$ cat src/rtl/aes_dec_stream_ctrl.sv
// Purpose : AES decryption stream controller. It sequences key expansion, holds the
//           round-key file, and iterates an external combinational inverse-round core NR times per block.
// Latency : input handshake to out_r_TVALID is NR+1 cycles; one block every NR+2 cycles with no backpressure.
// Backpressure: the output block is held in OUT until out_r_TREADY; in_r_TREADY is only high in LOAD.
//
// Ports:
//   ap_clk, ap_rst                 clock; asynchronous active-high reset
//   ap_start/ap_done/ap_idle/ap_ready  job control (ap_ready and ap_done are one-cycle pulses)
//   key, num_blocks                job parameters, latched when the job is accepted
//   in_r_*  / out_r_*              128-bit ciphertext in and plaintext out, AXI-stream style
//   ke_*                           external key expander: start pulse and key out; indexed round-key writes and done in
//   rd_*                           external inverse-round core: state, round key and final flag out; result in
// Build option: define AES_DEC_KEY_CACHE_EN to skip key expansion when the job key equals
//               the last fully expanded key.
module aes_dec_stream_ctrl #(
    parameter int KEY_BITS = 192,
    parameter int CNT_W    = 16
) (
    input  logic                ap_clk,
    input  logic                ap_rst,
    input  logic                ap_start,
    output logic                ap_done,
    output logic                ap_idle,
    output logic                ap_ready,
    input  logic [KEY_BITS-1:0] key,
    input  logic [CNT_W-1:0]    num_blocks,
    input  logic [127:0]        in_r_TDATA,
    input  logic                in_r_TVALID,
    output logic                in_r_TREADY,
    output logic [127:0]        out_r_TDATA,
    output logic                out_r_TVALID,
    input  logic                out_r_TREADY,
    output logic                ke_start,
    output logic [KEY_BITS-1:0] ke_key,
    input  logic                ke_rk_valid,
    input  logic [3:0]          ke_rk_idx,
    input  logic [127:0]        ke_rk_data,
    input  logic                ke_done,
    output logic [127:0]        rd_din,
    output logic [127:0]        rd_rk,
    output logic                rd_final,
    input  logic [127:0]        rd_dout
);
    localparam int         NR   = (KEY_BITS == 128) ? 10 : (KEY_BITS == 256) ? 14 : 12;
    localparam logic [3:0] NR_L = 4'(NR);

    typedef enum logic [2:0] {
        S_IDLE, S_KEXP, S_LOAD, S_ROUND, S_OUT, S_DONE
    } state_t;

    state_t              state_q, state_d;
    logic [KEY_BITS-1:0] key_q, key_d;
    logic [CNT_W-1:0]    blk_cnt_q, blk_cnt_d;
    logic [3:0]          rnd_q, rnd_d;
    logic [127:0]        dat_q, dat_d;
    logic                ready_q, ready_d;
    logic                ke_start_q, ke_start_d;
    logic                cache_hit;

    // Round-key file: sized to the 4-bit index space; entries above NR are never written.
    logic [127:0]        rk_q [16];

`ifdef AES_DEC_KEY_CACHE_EN
    logic [KEY_BITS-1:0] ckey_q, ckey_d;
    logic                cvld_q, cvld_d;
    // The live key input is what gets latched this cycle, so compare against it directly.
    assign cache_hit = cvld_q && (key == ckey_q);
`else
    assign cache_hit = 1'b0;
`endif

    always_comb begin
        state_d   = state_q;
        key_d     = key_q;
        blk_cnt_d = blk_cnt_q;
        rnd_d     = rnd_q;
        dat_d     = dat_q;
        ready_d   = 1'b0;
`ifdef AES_DEC_KEY_CACHE_EN
        ckey_d    = ckey_q;
        cvld_d    = cvld_q;
`endif
        case (state_q)
            S_IDLE: begin
                if (ap_start) begin
                    key_d     = key;
                    blk_cnt_d = num_blocks;
                    ready_d   = 1'b1;
                    if (num_blocks == '0) begin
                        state_d = S_DONE;
                    end else if (cache_hit) begin
                        state_d = S_LOAD;
                    end else begin
                        state_d = S_KEXP;
`ifdef AES_DEC_KEY_CACHE_EN
                        // The round-key file is about to be overwritten.
                        cvld_d  = 1'b0;
`endif
                    end
                end
            end
            S_KEXP: begin
                if (ke_done) begin
                    state_d = S_LOAD;
`ifdef AES_DEC_KEY_CACHE_EN
                    ckey_d  = key_q;
                    cvld_d  = 1'b1;
`endif
                end
            end
            S_LOAD: begin
                if (in_r_TVALID) begin
                    dat_d   = in_r_TDATA ^ rk_q[NR_L];
                    rnd_d   = NR_L - 4'd1;
                    state_d = S_ROUND;
                end
            end
            S_ROUND: begin
                dat_d = rd_dout;
                rnd_d = rnd_q - 4'd1;
                if (rnd_q == 4'd0) begin
                    state_d = S_OUT;
                end
            end
            S_OUT: begin
                if (out_r_TREADY) begin
                    blk_cnt_d = blk_cnt_q - CNT_W'(1);
                    state_d   = (blk_cnt_q > CNT_W'(1)) ? S_LOAD : S_DONE;
                end
            end
            S_DONE: begin
                state_d = S_IDLE;
            end
            default: begin
                state_d = S_IDLE;
            end
        endcase
        // Expander start is high only in the first KEXP cycle.
        ke_start_d = (state_d == S_KEXP) && (state_q != S_KEXP);
    end

    always_ff @(posedge ap_clk or posedge ap_rst) begin
        if (ap_rst) begin
            state_q    <= S_IDLE;
            key_q      <= '0;
            blk_cnt_q  <= '0;
            rnd_q      <= '0;
            dat_q      <= '0;
            ready_q    <= 1'b0;
            ke_start_q <= 1'b0;
        end else begin
            state_q    <= state_d;
            key_q      <= key_d;
            blk_cnt_q  <= blk_cnt_d;
            rnd_q      <= rnd_d;
            dat_q      <= dat_d;
            ready_q    <= ready_d;
            ke_start_q <= ke_start_d;
        end
    end

`ifdef AES_DEC_KEY_CACHE_EN
    always_ff @(posedge ap_clk or posedge ap_rst) begin
        if (ap_rst) begin
            ckey_q <= '0;
            cvld_q <= 1'b0;
        end else begin
            ckey_q <= ckey_d;
            cvld_q <= cvld_d;
        end
    end
`endif

    // Key material needs no reset; it is always rewritten or validated before use.
    always_ff @(posedge ap_clk) begin
        if ((state_q == S_KEXP) && ke_rk_valid && (ke_rk_idx <= NR_L)) begin
            rk_q[ke_rk_idx] <= ke_rk_data;
        end
    end

    assign ap_idle      = (state_q == S_IDLE);
    assign ap_done      = (state_q == S_DONE);
    assign ap_ready     = ready_q;
    assign ke_start     = ke_start_q;
    assign ke_key       = key_q;
    assign in_r_TREADY  = (state_q == S_LOAD);
    assign out_r_TVALID = (state_q == S_OUT);
    assign out_r_TDATA  = dat_q;
    assign rd_din       = dat_q;
    assign rd_rk        = rk_q[rnd_q];
    assign rd_final     = (rnd_q == 4'd0);

endmodule

$ cat config.mk
export PLATFORM = sky130hd
export DESIGN_NAME = aes_dec_stream_ctrl
export DESIGN_NICKNAME = d
export VERILOG_FILES = /design/src/rtl/aes_dec_stream_ctrl.sv
export SDC_FILE = /design/constraint.sdc
export NUM_CORES = 2
export LEC_CHECK = 0
export BUFFER_PORTS_ARGS = -buffer_cell sky130_fd_sc_hd__buf_2
export CAP_MARGIN = 20
export CORE_AREA = 8 8 459 461
export DETAILED_ROUTE_END_ITERATION = 10
export DIE_AREA = 0 0 467 469
export PLACE_DENSITY_LB_ADDON = 0.08
export SETUP_SLACK_MARGIN = 0.02
export SYNTH_ARGS = -nofsm -noshare
export SYNTH_HDL_FRONTEND = slang
export SYNTH_SLANG_ARGS = --single-unit
$ cat constraint.sdc
create_clock -name ap_clk -period 14.1 [get_ports ap_clk]
set_input_delay 1.41 -clock ap_clk [delete_from_list [all_inputs] [get_ports ap_clk]]
set_output_delay 1.41 -clock ap_clk [all_outputs]
set_load 0.1 [all_outputs]
# Yosys cells after proc, flatten, opt, wreduce, memory -nomap -nowiden

Memories as Yosys holds them, arrays and structs flattened.
Cells that the tools add are included.

Add/subtract/negate cells: 2
$lt $le $gt $ge: 2
Equality and inequality tests: 10
Mux-type cells: 19
Bitwise logic cells: 1
Reduce and logical (&&, ||, !) cells: 11

Operators with widths:

| cell                                                            | count |
|---|---|
| case mux 128 bit (2 select lines)                               | 1 |
| 2-to-1 mux 128 bit                                              | 1 |
| XOR 128 bit                                                     | 1 |
| 2-to-1 mux 16 bit                                               | 2 |
| case mux 16 bit (2 select lines)                                | 1 |
| 2-to-1 mux 3 bit                                                | 7 |
| greater-than comparator 16 x 1 -> 1 bit (second input constant) | 1 |
| zero test 16 bit                                                | 1 |
| subtractor 16 x 1 -> 16 bit (second input constant)             | 1 |
| case mux 3 bit (5 select lines)                                 | 1 |
| case mux 4 bit (2 select lines)                                 | 1 |
| equality test 3 x 1 -> 1 bit (second input constant)            | 2 |
| equality test 3 x 2 -> 1 bit (second input constant)            | 2 |
| equality test 3 bit (second input constant)                     | 2 |
| <= comparator 4 bit (second input constant)                     | 1 |
| zero test 4 bit                                                 | 1 |
| 2-to-1 mux 1 bit                                                | 4 |
| 2-to-1 mux 4 bit                                                | 1 |
| inequality test 2 bit (second input constant)                   | 2 |
| AND reduction 2 bit                                             | 2 |
| nonzero test 2 bit                                              | 2 |
| subtractor 4 x 1 -> 4 bit (second input constant)               | 1 |
| logical AND 1 bit                                               | 3 |
| zero test 3 bit                                                 | 1 |
| other kinds (3)                                                 | 3 |

Bits in registers: 345
Memory bits (writable): 2,048
Input bits: 603
Output and inout port bits: 583
Word-level logic and storage cells: 53
Memories: 1

Memories:

| memory | depth | width | read ports | clocked after Yosys merged registers in | write ports | line | text |
|---|---|---|---|---|---|---|---|
| rk_q   | 16    | 128   | 2          | 0                                       | 1           | 61   | `logic [127:0] rk_q [16];` |

# Logic depth before layout (Yosys ltp)

Word-level depth: 6
Mapped depth: 11
Mapped depth without buffers: 7

# Least setup slack after synthesis

No wires, ideal clock.

Path kind: input -> register
Start point: input ke_rk_idx[0]
End point: memory rk_q[12][0], enable pin
Library setup time: 980 ps
Data arrival time: 14,696 ps
Required time: 13,120 ps
Slack: -1,576 ps
Stages on the path: 1
Buffers on the path: 0
Cell sequence: nor4b_1

Longest elaborated chain between the ends: 4

Ends and longest elaborated chain:

| element                                | line | text |
|---|---|---|
| start, declared                        | 36   | `input logic [3:0] ke_rk_idx,` |
| <= comparator 4 bit                    | 176  | `if ((state_q == S_KEXP) && ke_rk_valid && (ke_rk_idx <= NR_L)) begin` |
| logical AND 1 bit                      | 176  |  |
| 2-to-1 mux 1 bit                       | 176  |  |
| 2-to-1 mux 1 bit (not written as such) | 177  | `rk_q[ke_rk_idx] <= ke_rk_data;` |
| end, declared                          | 61   |  |

Several ways; a longest one is shown, not always the timed one.

# Worst setup path in the final report

Start point: register rnd_q[0]
End point: output rd_rk[25]

Longest elaborated chain between the ends: 1

Ends and longest elaborated chain:

| element                | line | text |
|---|---|---|
| start, declared        | 54   | `logic [3:0] rnd_q, rnd_d;` |
| start signal, assigned | 155  | `rnd_q <= rnd_d;` |
| memory (16 x 128 bit)  | --   |  |
| end, declared          | 40   | `output logic [127:0] rd_rk,` |

No other way between the ends.

==> results.md <==
| Result | Value | Unit |
| --- | --- | --- |
| Startpoint of the most critical setup path | rnd_q[0] | - |
| Via density per instance | 5.36 | - |
| Htree depth | 4 | - |
| Flip-flop and latch area | 70,100 | sq um |
| Quantity of gates resized following cts | 0 | - |
| Floorplan core area | 203,000 | sq um |
| Startpoint type of the worst setup path | flop | - |
| Crit-path slowest cell | sky130_fd_sc_hd__dfrtp_4 | - |
| Max-Cap Viols | 0 | - |
| Antenna violations before repair | 134 | - |
| Die Span Y | 469 | um |
| Ys Warns | 0 | - |
| Clock latency on the worst-skew pair | 0.87 | ns |
| Area share of the largest cell type after synthesis | 65.9 | % |
| CP Data Required Time | 12.69 | ns |
| Final setup viols | 0 | - |
| Post-layout nets | 6,988 | - |
| Setup TNS | 0 | ns |
| Synth Cell Area | 93,400 | sq um |
| Kind of capture point of the worst setup path | primary output | - |
| Iteration count of the initial detailed-routing pass | 5 | - |
| Min cycle time layout | 7.11 | ns |
| Clock tree from TritonCTS | built | - |
| Clock transition at the register clock pins on the worst setup and hold paths after CTS | 0.06 | ns |
| Run status | finished, final reports clean | - |
| DRC viols | 0 | - |
| Wire length reported by the detailed router | 265,000 | um |
| Slew of the pin with the lowest slew margin | 1.26 | ns |
| Layout cells sized above 1 | 34.6 | % |
| Final Hold Violating Endpoints | 0 | - |
| Die extent in x | 467 | um |
| Critical path cell sequence | buf_4 -> buf_4 -> buf_4 -> mux4_2 -> mux4_2 -> buf_2 | - |
| Avg Cell Area, Syn | 19.1 | sq um |
| Worst Path Arrival | 5.70 | ns |
| Fill cell total of the finished layout | 16,239 | - |
| Largest stage delay, worst path | 0.85 | ns |
| Synthesized instance count | 4,881 | - |
| Area delta synth->final | 19.0 | % |
| Hold buffer count at CTS | 0 | - |
| Die Footprint | 219,000 | sq um |
| Combined area of the multi-input logic cells | 22,500 | sq um |
| Via Count | 50,061 | - |
| Placer Congestion | 0.962 | - |
| Top cells by instance count after synthesis | 2,048 x sky130_fd_sc_hd__edfxtp_1, 755 x sky130_fd_sc_hd__nand2_1, 622 x sky130_fd_sc_hd__mux4_2 | - |
| Number of global-route vias before repair | 51,619 | - |
| Setup repair after global routing missed its margin | no | - |
| Average wire per standard cell | 28.4 | um |
| Max-Slew Margin vs Limit | 15.9 | % |
| CTS Buffer Depth | 3 | - |
| Top-count cell post-synth | sky130_fd_sc_hd__edfxtp_1 | - |
| Largest net degree at the start of global routing | 159 | - |
| Leftover overflow at the end of global routing | 0 | - |
| Sequential share of the synthesized area | 75.1 | % |
| Floorplan row count | 166 | - |
| Root cell of the clock tree | sky130_fd_sc_hd__clkbuf_16 | - |
| Number of DRC markers in iteration 0 | 4,017 | - |
| Critical path fanouts, max | 45 | - |
| Top-Level Pins | 1,186 | - |
| Clock sinks | 2,393 | - |
| Dominant cells by area after synthesis | sky130_fd_sc_hd__edfxtp_1 66%, sky130_fd_sc_hd__mux4_2 15%, sky130_fd_sc_hd__dfrtp_1 9.2% | - |
| Crit Reg-Reg Startpoint | state_q[0] | - |
| Port-buffer cells | 1,185 | - |
| Maximum clock skew at final layout | 0.0300 | ns |
| Synth async-reset ratio | 14.4 | % |
| Netlist cell types | 51 | - |
| Final worst-path cycle share | 50.4 | % |
| Total count of max-transition violations in the final report | 0 | - |
| Post-CTS setup buffers | 0 | - |
| Worst min-delay path class | reg2reg | - |
| Number of buffers created by CTS | 241 | - |
| Library cell with the largest summed area after synthesis | sky130_fd_sc_hd__edfxtp_1 | - |
| Placed wire-length estimate after detailed placement | 163,000 | um |
| Critical path's most frequent cell | sky130_fd_sc_hd__buf_4 | - |
| Starting Density | 45.9 | % |
| Hold Path Origin | ke_key[37] | - |
| Global routing usage summed across all routing layers | 23.7 | % |
| First-pass GRT wire length | 374,000 | um |
| Top flip-flop cell by instance count after synthesis | sky130_fd_sc_hd__edfxtp_1 | - |
| Count of nets left with antenna violations after detail routing | 0 | - |
| Achievable Freq | 141 | MHz |
| Number of flops mapped to enable cells by yosys | 2,048 | - |
| CP Class | reg2out | - |
| Number of storage elements in the synthesis netlist | 2,393 | - |
## per-layer routing
layer,wire (um),global-route usage (%)
met1,103000,29.6
met2,135000,40.6
met4,10000,9.07
met3,17300,5.50
met5,299,0
## state kept, by name, summed over array words and instances, names as in the netlist
| name | flops |
|---|---|
| state_q | 3 |
| ap_ready | 1 |
| out_r_TDATA | 128 |
| rnd_q | 4 |
| ke_start | 1 |
| rk_q | 2048 |
| ke_key | 192 |
| blk_cnt_q | 16 |
## area by class of cell
type                            count  share of cell area, %
Clock buffer                      313                   5.91
Antenna cell                       52                  0.117
Timing Repair Buffer             1261                   5.99
Multi-Input combinational cell   2475                   20.3
Tap cell                         2688                   3.03
Inverter                           10                 0.0518
Sequential cell                  2393                   63.1
Clock inverter                    149                   1.46
## cells in the final DEF (no fill, tap or decap), types with 59 or more instances in the layout
cell type / count
sky130_fd_sc_hd__a21oi_1: 158
sky130_fd_sc_hd__buf_2: 1185
sky130_fd_sc_hd__buf_4: 64
sky130_fd_sc_hd__clkbuf_16: 248
sky130_fd_sc_hd__clkinv_2: 59
sky130_fd_sc_hd__conb_1: 384
sky130_fd_sc_hd__dfrtp_1: 341
sky130_fd_sc_hd__edfxtp_1: 2048
sky130_fd_sc_hd__mux4_2: 622
sky130_fd_sc_hd__nand2_1: 754
sky130_fd_sc_hd__nor2_1: 151
sky130_fd_sc_hd__o21ai_0: 138
sky130_fd_sc_hd__xnor2_1: 129
## critical path, delay by kind of cell (launching register included)
family                 cells  cell delay, ns
buffers and inverters      4            2.74
flip-flops                 1            0.85
multiplexers               2            1.09
## kinds of logic (layout without fill, tap and decap cells)
| kind of cell | count (synthesis) | after routing | share of synthesized area (%) |
|---|---|---|---|
| other | 1 | 436 | 0.00402 |
| xor gates and xnor gates | 129 | 129 | 1.21 |
| AOI/OAI and AO/OA | 344 | 344 | 1.96 |
| and+or+nand+nor | 981 | 981 | 4.14 |
| adders and majority gates | 3 | 3 | 0.0402 |
| buffers and inverters | 396 | 1733 | 2.40 |
| DFF | 2393 | 2393 | 75.1 |
| muxes | 634 | 634 | 15.1 |
## through the flow
stage | hold slack, ns | std cells | cell area [sq um] | worst slack (ns) | util [%]
floorplan | 0.482 | 5264 | 94800 | 2.84 | -
global placement | 0.452 | 8825 | 103000 | 7.63 | 50.5
detailed placement | 0.457 | 8826 | 103000 | 7.58 | 50.5
CTS | 0.472 | 9288 | 111000 | 6.61 | 54.6
global route | 0.481 | 9317 | 111000 | 6.38 | 54.6
finish | 0.469 | 9341 | 111000 | 6.99 | 54.6
## path summary, 6_finish.rpt
kind / slack (ns) / cells past startpoint / endpoint
max: 6.99 / 6 / rd_rk[25]
min: 0.47 / 2 / ke_key[37]
max reg2reg: 9.63 / 6 / rk_q[9][1]
min reg2reg: 0.47 / 2 / ke_key[37]
max in group asynchronous: 11.23 / 4 / out_r_TDATA[10]
min in group asynchronous: 0.70 / 2 / ke_key[165]
Power is not shown: default switching activity piles up to over one toggle a cycle in this logic, so the estimate is an artifact.
